[config.mk]
export PLATFORM = sky130hd
export DESIGN_NAME = relu_pool_engine
export DESIGN_NICKNAME = d
export VERILOG_FILES = /design/src/rtl/relu_pool_engine_pkg.sv /design/src/rtl/relu_pool_engine_tag_pipe.sv /design/src/rtl/relu_pool_engine.sv
export SDC_FILE = /design/constraint.sdc
export NUM_CORES = 1
export LEC_CHECK = 0
export BUFFER_PORTS_ARGS = -buffer_cell sky130_fd_sc_hd__buf_2
export CORE_MARGIN = 3
export CORE_UTILIZATION = 30
export CTS_BUF_LIST = sky130_fd_sc_hd__clkbuf_8 sky130_fd_sc_hd__clkbuf_16
export DETAILED_ROUTE_END_ITERATION = 8
export SLEW_MARGIN = 40
export SYNTH_ARGS = -nofsm -noshare
export SYNTH_HDL_FRONTEND = slang
export SYNTH_SLANG_ARGS = --single-unit
[constraint.sdc]
create_clock -name clk -period 2 [get_ports clk]
set_input_delay 0.1 -clock clk [delete_from_list [all_inputs] [get_ports clk]]
set_output_delay 0.1 -clock clk [all_outputs]
set_load 0.02 [all_outputs]
[src/rtl/relu_pool_engine_pkg.sv]
// Shared types and size helpers for the ReLU + max-pool engine.
//   state_t    : engine control states
//   pool_tag_t : per-read tag travelling alongside RAM read latency
//   pool_oh/ow : pooled map height/width
//   pool_win   : number of samples in one pooling window
package relu_pool_engine_pkg;

    typedef enum logic [1:0] {
        S_IDLE,
        S_RUN,
        S_DRAIN,
        S_DONE
    } state_t;

    typedef struct packed {
        logic valid;
        logic first;
        logic last;
    } pool_tag_t;

    function automatic int pool_oh(input int in_h, input int pool);
        return in_h / pool;
    endfunction

    function automatic int pool_ow(input int in_w, input int pool);
        return in_w / pool;
    endfunction

    function automatic int pool_win(input int pool);
        return pool * pool;
    endfunction

endpackage

[src/rtl/relu_pool_engine_tag_pipe.sv]
// pool_tag_pipe: DEPTH-stage shift register carrying {valid, first, last}
// so each tag emerges in the same cycle as the RAM data it belongs to.
//   clk_i, rst_ni       : clock, async active-low reset (clears in-flight tags)
//   valid_i/first_i/last_i : tag of the read issued this cycle
//   valid_o/first_o/last_o : tag aligned with rd_data
module pool_tag_pipe
    import relu_pool_engine_pkg::*;
#(
    parameter int unsigned DEPTH = 2
) (
    input  logic clk_i,
    input  logic rst_ni,
    input  logic valid_i,
    input  logic first_i,
    input  logic last_i,
    output logic valid_o,
    output logic first_o,
    output logic last_o
);

    pool_tag_t stage_q [DEPTH];

    always_ff @(posedge clk_i or negedge rst_ni) begin
        if (!rst_ni) begin
            for (int unsigned i = 0; i < DEPTH; i++) begin
                stage_q[i] <= '0;
            end
        end else begin
            stage_q[0] <= '{valid: valid_i, first: first_i, last: last_i};
            for (int unsigned i = 1; i < DEPTH; i++) begin
                stage_q[i] <= stage_q[i-1];
            end
        end
    end

    assign valid_o = stage_q[DEPTH-1].valid;
    assign first_o = stage_q[DEPTH-1].first;
    assign last_o  = stage_q[DEPTH-1].last;

endmodule

[src/rtl/relu_pool_engine.sv]
// relu_pool_engine: reads an IN_H x IN_W map window by window through a
// synchronous-read RAM port, max-pools each POOL x POOL window, clamps at
// zero (signed mode) and emits one result per window at a sequential address.
//   clk, rst (async active-low)      : clock / reset
//   start                             : arm pulse, honoured only when idle
//   src_ready, src_done               : producer flow control (src_done sticky)
//   rd_en, rd_addr, rd_data           : RAM read port, data RD_LAT after rd_en
//   out_data, out_valid, out_addr     : pooled result strobe and write address
//   busy, done                        : run in progress / end-of-run pulse
module relu_pool_engine
    import relu_pool_engine_pkg::*;
#(
    parameter int DATA_W  = 8,
    parameter int SIGNED  = 1,
    parameter int IN_W    = 8,
    parameter int IN_H    = 8,
    parameter int POOL    = 2,
    parameter int RD_LAT  = 2,
    parameter int ADDR_W  = $clog2(IN_W * IN_H),
    parameter int OADDR_W = $clog2((IN_W / POOL) * (IN_H / POOL))
) (
    input  logic               clk,
    input  logic               rst,
    input  logic               start,
    input  logic               src_ready,
    input  logic               src_done,
    output logic               rd_en,
    output logic [ADDR_W-1:0]  rd_addr,
    input  logic [DATA_W-1:0]  rd_data,
    output logic [DATA_W-1:0]  out_data,
    output logic               out_valid,
    output logic [OADDR_W-1:0] out_addr,
    output logic               busy,
    output logic               done
);

    localparam int OH   = pool_oh(IN_H, POOL);
    localparam int OW   = pool_ow(IN_W, POOL);
    localparam int WXW  = (OW > 1) ? $clog2(OW) : 1;
    localparam int WYW  = (OH > 1) ? $clog2(OH) : 1;

    localparam logic [2:0]         K_LAST     = 3'(POOL - 1);
    localparam logic [WXW-1:0]     WX_LAST    = WXW'(OW - 1);
    localparam logic [WYW-1:0]     WY_LAST    = WYW'(OH - 1);
    localparam logic [OADDR_W-1:0] OADDR_LAST = OADDR_W'(OH * OW - 1);
    // Address steps: next sample in row, next row inside a window,
    // next window to the right, first window of the next window row.
    localparam logic [ADDR_W-1:0]  STEP_ONE   = ADDR_W'(1);
    localparam logic [ADDR_W-1:0]  STEP_ROW   = ADDR_W'(IN_W - POOL + 1);
    localparam logic [ADDR_W-1:0]  STEP_WIN   = ADDR_W'(POOL);
    localparam logic [ADDR_W-1:0]  STEP_WROW  = ADDR_W'((POOL - 1) * IN_W + POOL);

    state_t              state_q;
    logic [2:0]          kx_q, kx_d, ky_q, ky_d;
    logic [WXW-1:0]      wx_q, wx_d;
    logic [WYW-1:0]      wy_q, wy_d;
    logic [ADDR_W-1:0]   addr_q, addr_d, base_q, base_d;
    logic                src_seen_q;
    logic                rd_en_q, tag_first_q, tag_last_q;
    logic [ADDR_W-1:0]   rd_addr_q;
    logic [DATA_W-1:0]   acc_q, acc_d, relu_d, out_data_q;
    logic                out_valid_q, busy_q, done_q;
    logic [OADDR_W-1:0]  out_addr_q;

    logic issue, win_first, win_last, map_last, rd_gt;
    logic pipe_valid, pipe_first, pipe_last;

    pool_tag_pipe #(
        .DEPTH (RD_LAT)
    ) u_tag_pipe (
        .clk_i   (clk),
        .rst_ni  (rst),
        .valid_i (rd_en_q),
        .first_i (tag_first_q),
        .last_i  (tag_last_q),
        .valid_o (pipe_valid),
        .first_o (pipe_first),
        .last_o  (pipe_last)
    );

    always_comb begin
        issue     = (state_q == S_RUN) && (src_ready || src_seen_q);
        win_first = (kx_q == '0) && (ky_q == '0);
        win_last  = (kx_q == K_LAST) && (ky_q == K_LAST);
        map_last  = win_last && (wx_q == WX_LAST) && (wy_q == WY_LAST);

        kx_d   = kx_q;
        ky_d   = ky_q;
        wx_d   = wx_q;
        wy_d   = wy_q;
        addr_d = addr_q;
        base_d = base_q;
        if (kx_q != K_LAST) begin
            kx_d   = kx_q + 3'd1;
            addr_d = addr_q + STEP_ONE;
        end else if (ky_q != K_LAST) begin
            kx_d   = '0;
            ky_d   = ky_q + 3'd1;
            addr_d = addr_q + STEP_ROW;
        end else begin
            kx_d = '0;
            ky_d = '0;
            if (wx_q != WX_LAST) begin
                wx_d   = wx_q + WXW'(1);
                base_d = base_q + STEP_WIN;
            end else begin
                wx_d   = '0;
                wy_d   = wy_q + WYW'(1);
                base_d = base_q + STEP_WROW;
            end
            addr_d = base_d;
        end

        rd_gt  = (SIGNED != 0) ? ($signed(rd_data) > $signed(acc_q)) : (rd_data > acc_q);
        acc_d  = (pipe_first || rd_gt) ? rd_data : acc_q;
        relu_d = ((SIGNED != 0) && acc_d[DATA_W-1]) ? '0 : acc_d;
    end

    always_ff @(posedge clk or negedge rst) begin
        if (!rst) begin
            state_q     <= S_IDLE;
            kx_q        <= '0;
            ky_q        <= '0;
            wx_q        <= '0;
            wy_q        <= '0;
            addr_q      <= '0;
            base_q      <= '0;
            src_seen_q  <= 1'b0;
            rd_en_q     <= 1'b0;
            rd_addr_q   <= '0;
            tag_first_q <= 1'b0;
            tag_last_q  <= 1'b0;
            acc_q       <= '0;
            out_data_q  <= '0;
            out_valid_q <= 1'b0;
            out_addr_q  <= '0;
            busy_q      <= 1'b0;
            done_q      <= 1'b0;
        end else begin
            rd_en_q     <= 1'b0;
            out_valid_q <= 1'b0;
            done_q      <= 1'b0;

            // Address advances the cycle after each strobe and parks on the last slot.
            if (out_valid_q && (out_addr_q != OADDR_LAST)) begin
                out_addr_q <= out_addr_q + OADDR_W'(1);
            end

            // Accumulator only ever sees tagged data, so stalls cannot corrupt it.
            if (pipe_valid) begin
                acc_q <= acc_d;
                if (pipe_last) begin
                    out_data_q  <= relu_d;
                    out_valid_q <= 1'b1;
                end
            end

            unique case (state_q)
                S_IDLE: begin
                    if (start) begin
                        state_q    <= S_RUN;
                        busy_q     <= 1'b1;
                        kx_q       <= '0;
                        ky_q       <= '0;
                        wx_q       <= '0;
                        wy_q       <= '0;
                        addr_q     <= '0;
                        base_q     <= '0;
                        src_seen_q <= 1'b0;
                        out_addr_q <= '0;
                    end
                end
                S_RUN: begin
                    if (src_done) begin
                        src_seen_q <= 1'b1;
                    end
                    if (issue) begin
                        rd_en_q     <= 1'b1;
                        rd_addr_q   <= addr_q;
                        tag_first_q <= win_first;
                        tag_last_q  <= win_last;
                        kx_q        <= kx_d;
                        ky_q        <= ky_d;
                        wx_q        <= wx_d;
                        wy_q        <= wy_d;
                        addr_q      <= addr_d;
                        base_q      <= base_d;
                        if (map_last) begin
                            state_q <= S_DRAIN;
                        end
                    end
                end
                S_DRAIN: begin
                    if (out_valid_q && (out_addr_q == OADDR_LAST)) begin
                        state_q <= S_DONE;
                        done_q  <= 1'b1;
                    end
                end
                S_DONE: begin
                    state_q <= S_IDLE;
                    busy_q  <= 1'b0;
                end
                default: state_q <= S_IDLE;
            endcase
        end
    end

    assign rd_en     = rd_en_q;
    assign rd_addr   = rd_addr_q;
    assign out_data  = out_data_q;
    assign out_valid = out_valid_q;
    assign out_addr  = out_addr_q;
    assign busy      = busy_q;
    assign done      = done_q;

endmodule

After elaboration in Yosys (flattened, before gate mapping)
Cells that the tools add are included.
{"block": "op_classes", "n_addsub": 9, "multipliers": 0, "div_mod_pow": 0, "order_cmp": 1, "n_eq_ne": 20, "shifts": 0, "muxes": 50, "bitwise_logic": 0, "n_reduce_logical": 23}
{"cell": "2-to-1 mux 6 bit", "count": 8}
{"cell": "2-to-1 mux 2 bit", "count": 13}
{"cell": "case mux 6 bit (2 select lines)", "count": 2}
{"cell": "2-to-1 mux 3 bit", "count": 6}
{"cell": "inequality test 2 bit (second input constant)", "count": 9}
{"cell": "2-to-1 mux 4 bit", "count": 3}
{"cell": "case mux 3 bit (2 select lines)", "count": 2}
{"cell": "2-to-1 mux 1 bit", "count": 9}
{"cell": "equality test 2 bit (second input constant)", "count": 4}
{"cell": "> comparator 8 bit", "count": 1}
{"cell": "2-to-1 mux 8 bit", "count": 1}
{"cell": "case mux 2 bit (2 select lines)", "count": 2}
{"cell": "case mux 2 bit (4 select lines)", "count": 1}
{"cell": "AND reduction 4 bit", "count": 2}
{"cell": "logical AND 1 bit", "count": 7}
{"cell": "2-to-1 mux 7 bit", "count": 1}
{"cell": "adder 3 x 1 -> 3 bit (second input constant)", "count": 2}
{"cell": "adder 6 x 1 -> 6 bit (second input constant)", "count": 1}
{"cell": "adder 6 x 2 -> 6 bit (second input constant)", "count": 1}
{"cell": "adder 6 x 3 -> 6 bit (second input constant)", "count": 1}
{"cell": "adder 6 x 4 -> 6 bit (second input constant)", "count": 1}
{"cell": "equality test 3 x 1 -> 1 bit (second input constant)", "count": 2}
{"cell": "logical NOT 3 bit", "count": 2}
{"cell": "inequality test 3 x 1 -> 1 bit (second input constant)", "count": 2}
{"cell": "other kinds (13)", "count": 20}
{"block": "totals", "register_bits": 63, "latchBits": 0, "ram_bits": 0, "romBits": 0, "input_bits": 13, "wordCells": 127, "n_memories": 0}

Longest topological paths before layout
Gate-level depths: netlist of the first run.
{"block": "logic_depth", "ltp_word": 7, "depth_mapped": 8, "ltp_nobuf": 8}

Hierarchy
A second synthesis of the first run with hierarchy kept.
{"block": "unflattened", "hier_cells": 295, "hier_area_um2": 3100.5}
{"module": "relu_pool_engine", "n_inst": 1, "cells_per_inst": 289, "area_each_um2": 2950.3}
{"module": "pool_tag_pipe", "n_inst": 1, "cells_per_inst": 6, "area_each_um2": 150.1}

Worst setup path after synthesis of the first run
OpenSTA, ideal clock, no wires.
{"block": "synth_timing", "path_type": "register to register", "start": "register wx_q[0]", "end": "register addr_q[5]", "setup_time_ns": 0.099, "arrival_ns": 1.878, "required_ns": 1.901, "path_slack_ns": 0.022, "path_stages_with_launch": 8, "path_buffers": 0, "period_less_slack_ns": 1.978, "path_cell_list": "dfrtp_1 ha_1 ha_1 a21oi_1 or3_1 a31oi_1 o21ai_0 a311oi_1"}
{"block": "synth_via", "elab_chain_cells": 6}
{"item": "start, declared", "line": "relu_pool_engine.sv:55", "rtl": "logic [WXW-1:0] wx_q, wx_d;"}
{"item": "start signal, assigned", "line": "relu_pool_engine.sv:184", "rtl": "wx_q <= wx_d;"}
{"item": "inequality test 2 bit", "line": "relu_pool_engine.sv:103", "rtl": "if (wx_q != WX_LAST) begin"}
{"item": "2-to-1 mux 6 bit", "line": "relu_pool_engine.sv:103"}
{"item": "2-to-1 mux 6 bit", "line": "relu_pool_engine.sv:96", "rtl": "end else if (ky_q != K_LAST) begin"}
{"item": "2-to-1 mux 6 bit", "line": "relu_pool_engine.sv:93", "rtl": "if (kx_q != K_LAST) begin"}
{"item": "2-to-1 mux 6 bit", "line": "relu_pool_engine.sv:177", "rtl": "if (issue) begin"}
{"item": "case mux 6 bit (2 select lines)", "line": "relu_pool_engine.sv:158", "rtl": "unique case (state_q)"}
{"item": "end signal, assigned", "line": "relu_pool_engine.sv:186", "rtl": "addr_q <= addr_d;"}
{"item": "end, declared", "line": "relu_pool_engine.sv:57", "rtl": "logic [ADDR_W-1:0] addr_q, addr_d, base_q, base_d;"}
No other way between the ends. The select of a mux whose other input is x is not followed.
A chain may end at the register's enable or synchronous reset.

Worst setup path in the final report of the first run
{"block": "layout_timing", "start": "register wx_q[1]", "end": "register addr_q[5]"}
Same word-level chain as after synthesis.

==> results of run 1 <==
-- sequential cells by signal, indices dropped and copies added, names as in the netlist --
name and count:
rd_en 1, base_q 5, u_tag_pipe.stage_q 3, kx_q 3
u_tag_pipe.valid_o 1, acc_q 8, state_q 2, u_tag_pipe.last_o 1
ky_q 3, wy_q 2, out_data 7, out_valid 1
addr_q 6, out_addr 4, tag_last_q 1, tag_first_q 1
done 1, src_seen_q 1, busy 1, u_tag_pipe.first_o 1
rd_addr 6, wx_q 2
-- per-stage QoR --
stage / TNS [ns] / util (%)
after floorplan: 0 / -
after global placement: -0.399 / 36.5
after detailed placement: -0.912 / 36.5
after CTS: 0 / 39.1
after global routing: -0.674 / 40.4
final: 0 / 40.4
-- how the worst max path moves through the flow --
stage,start,endpoint,slack [ns],depth (start not counted)
after CTS,wx_q[0]$_DFFE_PN0P_,addr_q[5]$_DFFE_PN0P_,0.0004,8
final,wx_q[1]$_DFFE_PN0P_,addr_q[5]$_DFFE_PN0P_,0.03,8
after global routing,wx_q[1]$_DFFE_PN0P_,addr_q[5]$_DFFE_PN0P_,-0.07,8
after floorplan,wx_q[0]$_DFFE_PN0P_,addr_q[5]$_DFFE_PN0P_,0.02,7
after global placement,acc_q[1]$_DFFE_PN0P_,out_data[6]$_DFFE_PN0P_,-0.06,7
after detailed placement,acc_q[1]$_DFFE_PN0P_,out_data[3]$_DFFE_PN0P_,-0.12,7
-- cells in the mapped netlist (2+ instances only) --
library cell / number / share of area (%)
dfrtp_1: 61 / 49
nand2_1: 38 / 4.6
inv_1: 22 / 2.7
o21ai_0: 20 / 3.2
ha_1: 19 / 7.6
nor2_1: 17 / 2.1
a21oi_1: 13 / 2.1
and2_1: 8 / 1.6
mux2_2: 8 / 2.9
a221o_1: 7 / 2.3
nand3_1: 6 / 0.97
a22o_1: 4 / 1.1
a31oi_1: 4 / 0.80
clkbuf_1: 4 / 0.48
nand4_1: 4 / 0.80
nor3_1: 4 / 0.64
o211ai_1: 4 / 0.97
o22ai_1: 4 / 0.80
a21o_1: 3 / 0.72
a311oi_1: 3 / 0.84
nand2b_1: 3 / 0.60
nor2b_1: 3 / 0.60
xnor2_1: 3 / 0.84
a21oi_2: 2 / 0.56
nor3b_1: 2 / 0.48
o21a_1: 2 / 0.48
o21ai_1: 2 / 0.32
o31ai_1: 2 / 0.48
or3b_1: 2 / 0.56
xor2_1: 2 / 0.56
-- area by class of cell --
cell class | count | area [um^2] | share of cell area [%]
Inverter | 22 | 82.6 | 2.06
Sequential cell | 61 | 1530 | 38.1
Tap cell | 133 | 166 | 4.16
Timing Repair Buffer | 64 | 408 | 10.2
Multi-Input combinational cell | 214 | 1590 | 39.8
Clock buffer | 11 | 151 | 3.78
Clock inverter | 5 | 73.8 | 1.84
-- cell families after synthesis --
logic type      share of synthesized area [%]
simple gates                             16.2
compound gates                           18.6
flops                                    49.1
buf+inv                                  3.74
fa+ha+maj                                7.64
mux                                      3.26
xor+xnor                                 1.41
other cells                             0.121
-- routing by layer --
layer | GRT usage, % | wire length, um | vias to the layer above
met4 | 4.87 | 80 | 0
met2 | 19.4 | 3250 | 32
met1 | 17.2 | 3330 | 1218
li1 | - | - | 1227
met3 | 2.64 | 274 | 6
met5 | 0 | 0 | -
-- timing repair --
action,in CTS,in global routing
resized for setup,4,25
pin swaps,4,12
hold endpoints to repair,21,0
hold buffers,1,0
endpoints found under the setup margin,16,24
buffers inserted,1,1
-- worst register-to-register path: stages, from the launching register on --
cell	delay (ns)
dfrtp_1	0.38
ha_2	0.21
ha_4	0.27
a21oi_2	0.06
or3_4	0.38
a31oi_4	0.18
buf_6	0.11
nor2_1	0.03
a311oi_1	0.25
-- power by group --
part | total (uW) | leakage (uW) | switching (uW) | internal [uW]
registers | 1960 | 0.000801 | 324 | 1640
logic | 2660 | 0.00100 | 1410 | 1250
clock network | 1240 | 0.000121 | 480 | 761
total | 5860 | 0.00192 | 2210 | 3650
==> flow_summary.ini, run 1 <==
[run_status]
status = completed

[routing]
vias = 2483
drtIter0Drc = 124
vias_per_cell = 4.87
drcViolationCount = 0
firstDrtPassIters = 4
finalWirelength_um = 6940
wl_per_cell_um = 13.6
ant_nets = 0

[grt]
grt_overflow = 0
grt_pass1_wl_um = 11600
grt_max_degree = 24
track_usage_pct = 12.5
grt_pass1_vias = 2468
antenna_found_initial = 0

[flow_run]
cap_violations = 0

[pwr]
p_leak_uw = 0.00192
vdd_drop_max_uv = 450
total_power_uw = 5860
p_per_area_mw_per_mm2 = 1460

[worst_setup_path]
slowest_stage = dfrtp_1
rrSetupSlack_ns = 0.03
path_cells = ha_2 -> ha_4 -> a21oi_2 -> or3_4 -> a31oi_4 -> buf_6 -> nor2_1 -> a311oi_1
required_ns = 2.24
crit_path_end_kind = register
r2r-start = wx_q[1]$_DFFE_PN0P_
path_class = reg2reg
start_kind = register
reg2reg_depth = 8
critPathTopFamily = compound AO/OA/AOI/OAI gates
critPathMaxStageDelay_ns = 0.38
r2r-end = addr_q[5]$_DFFE_PN0P_
critPathMaxFanout = 3
path_buf_inv = 1
arrival_ns = 2.21

[timing]
whs_ns = 0.0272
setup_violations = 0
fin_crit_ns = 1.97
skew_ns = 0.00441
slew_violations = 0
setup_slack_ns = 0.0288
tightest_slew_ns = 0.518
fmaxAchievable_ghz = 0.507
hold_viol = 0
period_share_pct = 98.6
rsz0062_at_grt = yes
max_slew_margin_pct = 65.5

[layout]
design_area_mm2 = 0.00400
final_cells = 510
diodes = 0
final_common_cell = dfrtp_1
drive_gt1_share_pct = 30.0
area_delta_synth_final_pct = 28.6
final_cell_mix = dfrtp_1, nand2_1, buf_2, buf_4, inv_1
nNetsFinal = 404
fillers = 991

[clock_tree]
cts_tree = built
root_buffer = clkbuf_8
clk-insertion-delay-late_ns = 0.34
cts_buffers = 9
cts.sinks = 61
clk_pin_slew_ns = 0.07
max-clock-path-buffers = 2
htreeDepth = 3

[logic_synthesis]
synth_warnings = 0
ys_async_sr_fraction_pct = 100
synth_edf_count = 0
synthFlopType = dfrtp_1
synth_cell_types = 57
synth_seq_area_share_pct = 49.1
syn-mean-instance-area_um2 = 10.3
ys_ff_latch = 61
syn_area_mm2 = 0.00311
synth_nets = 335
syn_inst = 303

[placed_design]
port_buffers = 33
hpwl_um = 5100
place_congestion = 0.818
placed_area_mm2 = 0.00362
dp_slack_ns = -0.116
placed_cells = 491

[floorplan]
core_mm2 = 0.00991
initial_utilization_pct = 31.4
die_height_um = 108
num_io_pins = 35
die_x_um = 108
num_rows = 36
fp.dieArea_mm2 = 0.0116

[worst_hold_path]
worstHoldStart = src_done
min_path_type = in2reg
hold_path_depth = 3
holdPathEnd = src_seen_q$_DFFE_PN0P_
No activity file was read; power rests on OpenSTA's default activity.
==> inputs of run 2 (changes only) <==
--- a/config.mk
+++ b/config.mk
@@ -10,6 +10,7 @@
 export CORE_UTILIZATION = 30
 export CTS_BUF_LIST = sky130_fd_sc_hd__clkbuf_8 sky130_fd_sc_hd__clkbuf_16
 export DETAILED_ROUTE_END_ITERATION = 8
+export REMOVE_ABC_BUFFERS = 1
 export SLEW_MARGIN = 40
 export SYNTH_ARGS = -nofsm -noshare
 export SYNTH_HDL_FRONTEND = slang
==> run 2 against run 1 <==
Effect of this change:
- the run now ends with setup timing left
- wire length grew 9.1%
- cell area grew 4.4%
- final cell count rose by 1.4%
- combinational power increased by 14%
- clock power fell by 3%
- first-iteration DRC count grew 65%
- die area unchanged
- worst setup slack worse by 0.056 ns
- register-to-register slack worse by 0.06 ns
- largest power group unchanged
- highest routed layer unchanged
==> flow_summary.ini, run 2 (synthesis results as in run 1) <==
[run_status]
status = finished with violations
failed_checks = setup timing

[timing]
period_share_pct = 101
skew_ns = 0.00993
slew_violations = 0
setup_slack_ns = -0.0270
fmaxAchievable_ghz = 0.493
tightest_slew_ns = 0.569
max_slew_margin_pct = 62.0
hold_viol = 0
rsz0062_at_grt = yes
fin_crit_ns = 2.03
setup_violations = 8

[grt]
grt_overflow = 0
antenna_found_initial = 0
grt_pass1_wl_um = 12000
track_usage_pct = 13.2
grt_pass1_vias = 2564
grt_max_degree = 62

[floorplan]
die_x_um = 108
core_mm2 = 0.00991
fp.dieArea_mm2 = 0.0116
die_height_um = 108
num_rows = 36
initial_utilization_pct = 31.4
num_io_pins = 35

[layout]
fillers = 967
regArea_mm2 = 0.00153
drive_gt1_share_pct = 34.6
diodes = 0
area_delta_synth_final_pct = 34.3
nNetsFinal = 412
regMostFlops = acc_q
final_common_cell = dfrtp_1
final_cell_mix = dfrtp_1, nand2_1, buf_4, buf_2, inv_1
fin_util_pct = 42.2
multi_input_area_mm2 = 0.00171
largest_reg_flops = 8

[pwr]
vdd_drop_max_uv = 475
p_leak_uw = 0.00195
p_per_area_mw_per_mm2 = 1480

[placed_design]
hpwl_um = 5240
dp_slack_ns = -0.163
port_buffers = 33
place_congestion = 0.911

[routing]
vias_per_cell = 5.02
wl_per_cell_um = 14.6
vias = 2596
finalWirelength_um = 7570
ant_nets = 0
firstDrtPassIters = 4
drtIter0Drc = 205
drcViolationCount = 0

[worst_setup_path]
path_class = reg2reg
setup.worst_path.start = acc_q[6]$_DFFE_PN0P_
start_kind = register
path_buf_inv = 3
critPathMaxFanout = 4
crit_path_end_kind = register
critPathTopFamily = compound AO/OA/AOI/OAI gates
path_common_cell = inv_1
slowest_stage = dfrtp_1
r2r-start = acc_q[6]$_DFFE_PN0P_
path_cells = inv_1 -> ha_1 -> inv_1 -> o211ai_1 -> o221ai_4 -> a31oi_4 -> buf_6 -> mux2_4
critPathMaxStageDelay_ns = 0.38
arrival_ns = 2.25
required_ns = 2.22

[flow_run]
cap_violations = 0

[clock_tree]
cts_tree = built
clk_pin_slew_ns = 0.07
htreeDepth = 3
max-clock-path-buffers = 2
root_buffer = clkbuf_8
clk-insertion-delay-late_ns = 0.34
cts.sinks = 61
cts_buffers = 9

[worst_hold_path]
worstHoldStart = src_done
min_path_type = in2reg
==> run 2: layout make-up <==
type | count | area share [%]
Clock inverter | 5 | 1.80
Tap cell | 133 | 3.98
Multi-Input combinational cell | 214 | 41.0
Sequential cell | 61 | 36.6
Clock buffer | 10 | 3.29
Timing Repair Buffer | 72 | 11.4
Inverter | 22 | 1.98
==> run 2: layer usage <==
metal | track usage [%] | vias to the layer above | part of all wire [%]
li1 | - | 1248 | -
met1 | 15.6 | 1282 | 44
met2 | 22.2 | 62 | 50
met3 | 5.04 | 4 | 5.1
met4 | 3.79 | 0 | 0.71
met5 | 0 | - | 0
==> run 2: per-stage QoR <==
stage	TNS [ns]	total power (uW)	instances	hold WS, ns	area, um^2
after floorplan	-0.319	3490	297	-0.196	3080
after global placement	-0.537	4380	490	0.308	3610
after detailed placement	-1.31	4440	490	0.316	3610
after CTS	0	5720	507	0.00731	3870
after global routing	-1.79	6650	517	0.0112	4180
final	-0.166	6200	517	0.0371	4180
==> run 2: final timing paths <==
kind	endpoint	slack [ns]	depth (start not counted)
max	acc_q[6]$_DFFE_PN0P_	-0.03	8
min	src_seen_q$_DFFE_PN0P_	0.04	3
max reg2reg	acc_q[6]$_DFFE_PN0P_	-0.03	8
min reg2reg	u_tag_pipe.valid_o$_DFF_PN0_	0.35	0
max in group asynchronous	kx_q[2]$_DFFE_PN0P_	1.21	3
min in group asynchronous	acc_q[2]$_DFFE_PN0P_	0.35	3
==> run 2: worst reg2reg max path: cells and delay by family, from the launching register on <==
kind | cells | cell delay, ns
DFF | 1 | 0.38
muxes | 1 | 0.30
AOI/OAI and AO/OA | 3 | 0.68
buffers and inverters | 3 | 0.27
adders and majority gates | 1 | 0.29
==> run 2: report_power, final <==
group,total [uW],switching [uW],leakage [uW],internal (uW)
clock,1200,474,0.000112,722
combinational,3030,1580,0.00105,1450
sequential,1970,326,0.000797,1640
total,6200,2380,0.00195,3820
==> run 2: repair_timing <==
action | CTS | global route
pin swaps | 2 | 10
hold endpoints to repair | 61 | 0
gates resized for setup | 7 | 43
setup buffers | 1 | 10
gates cloned | 0 | 0
hold buffers | 1 | 0
setup endpoints to repair | 17 | 30
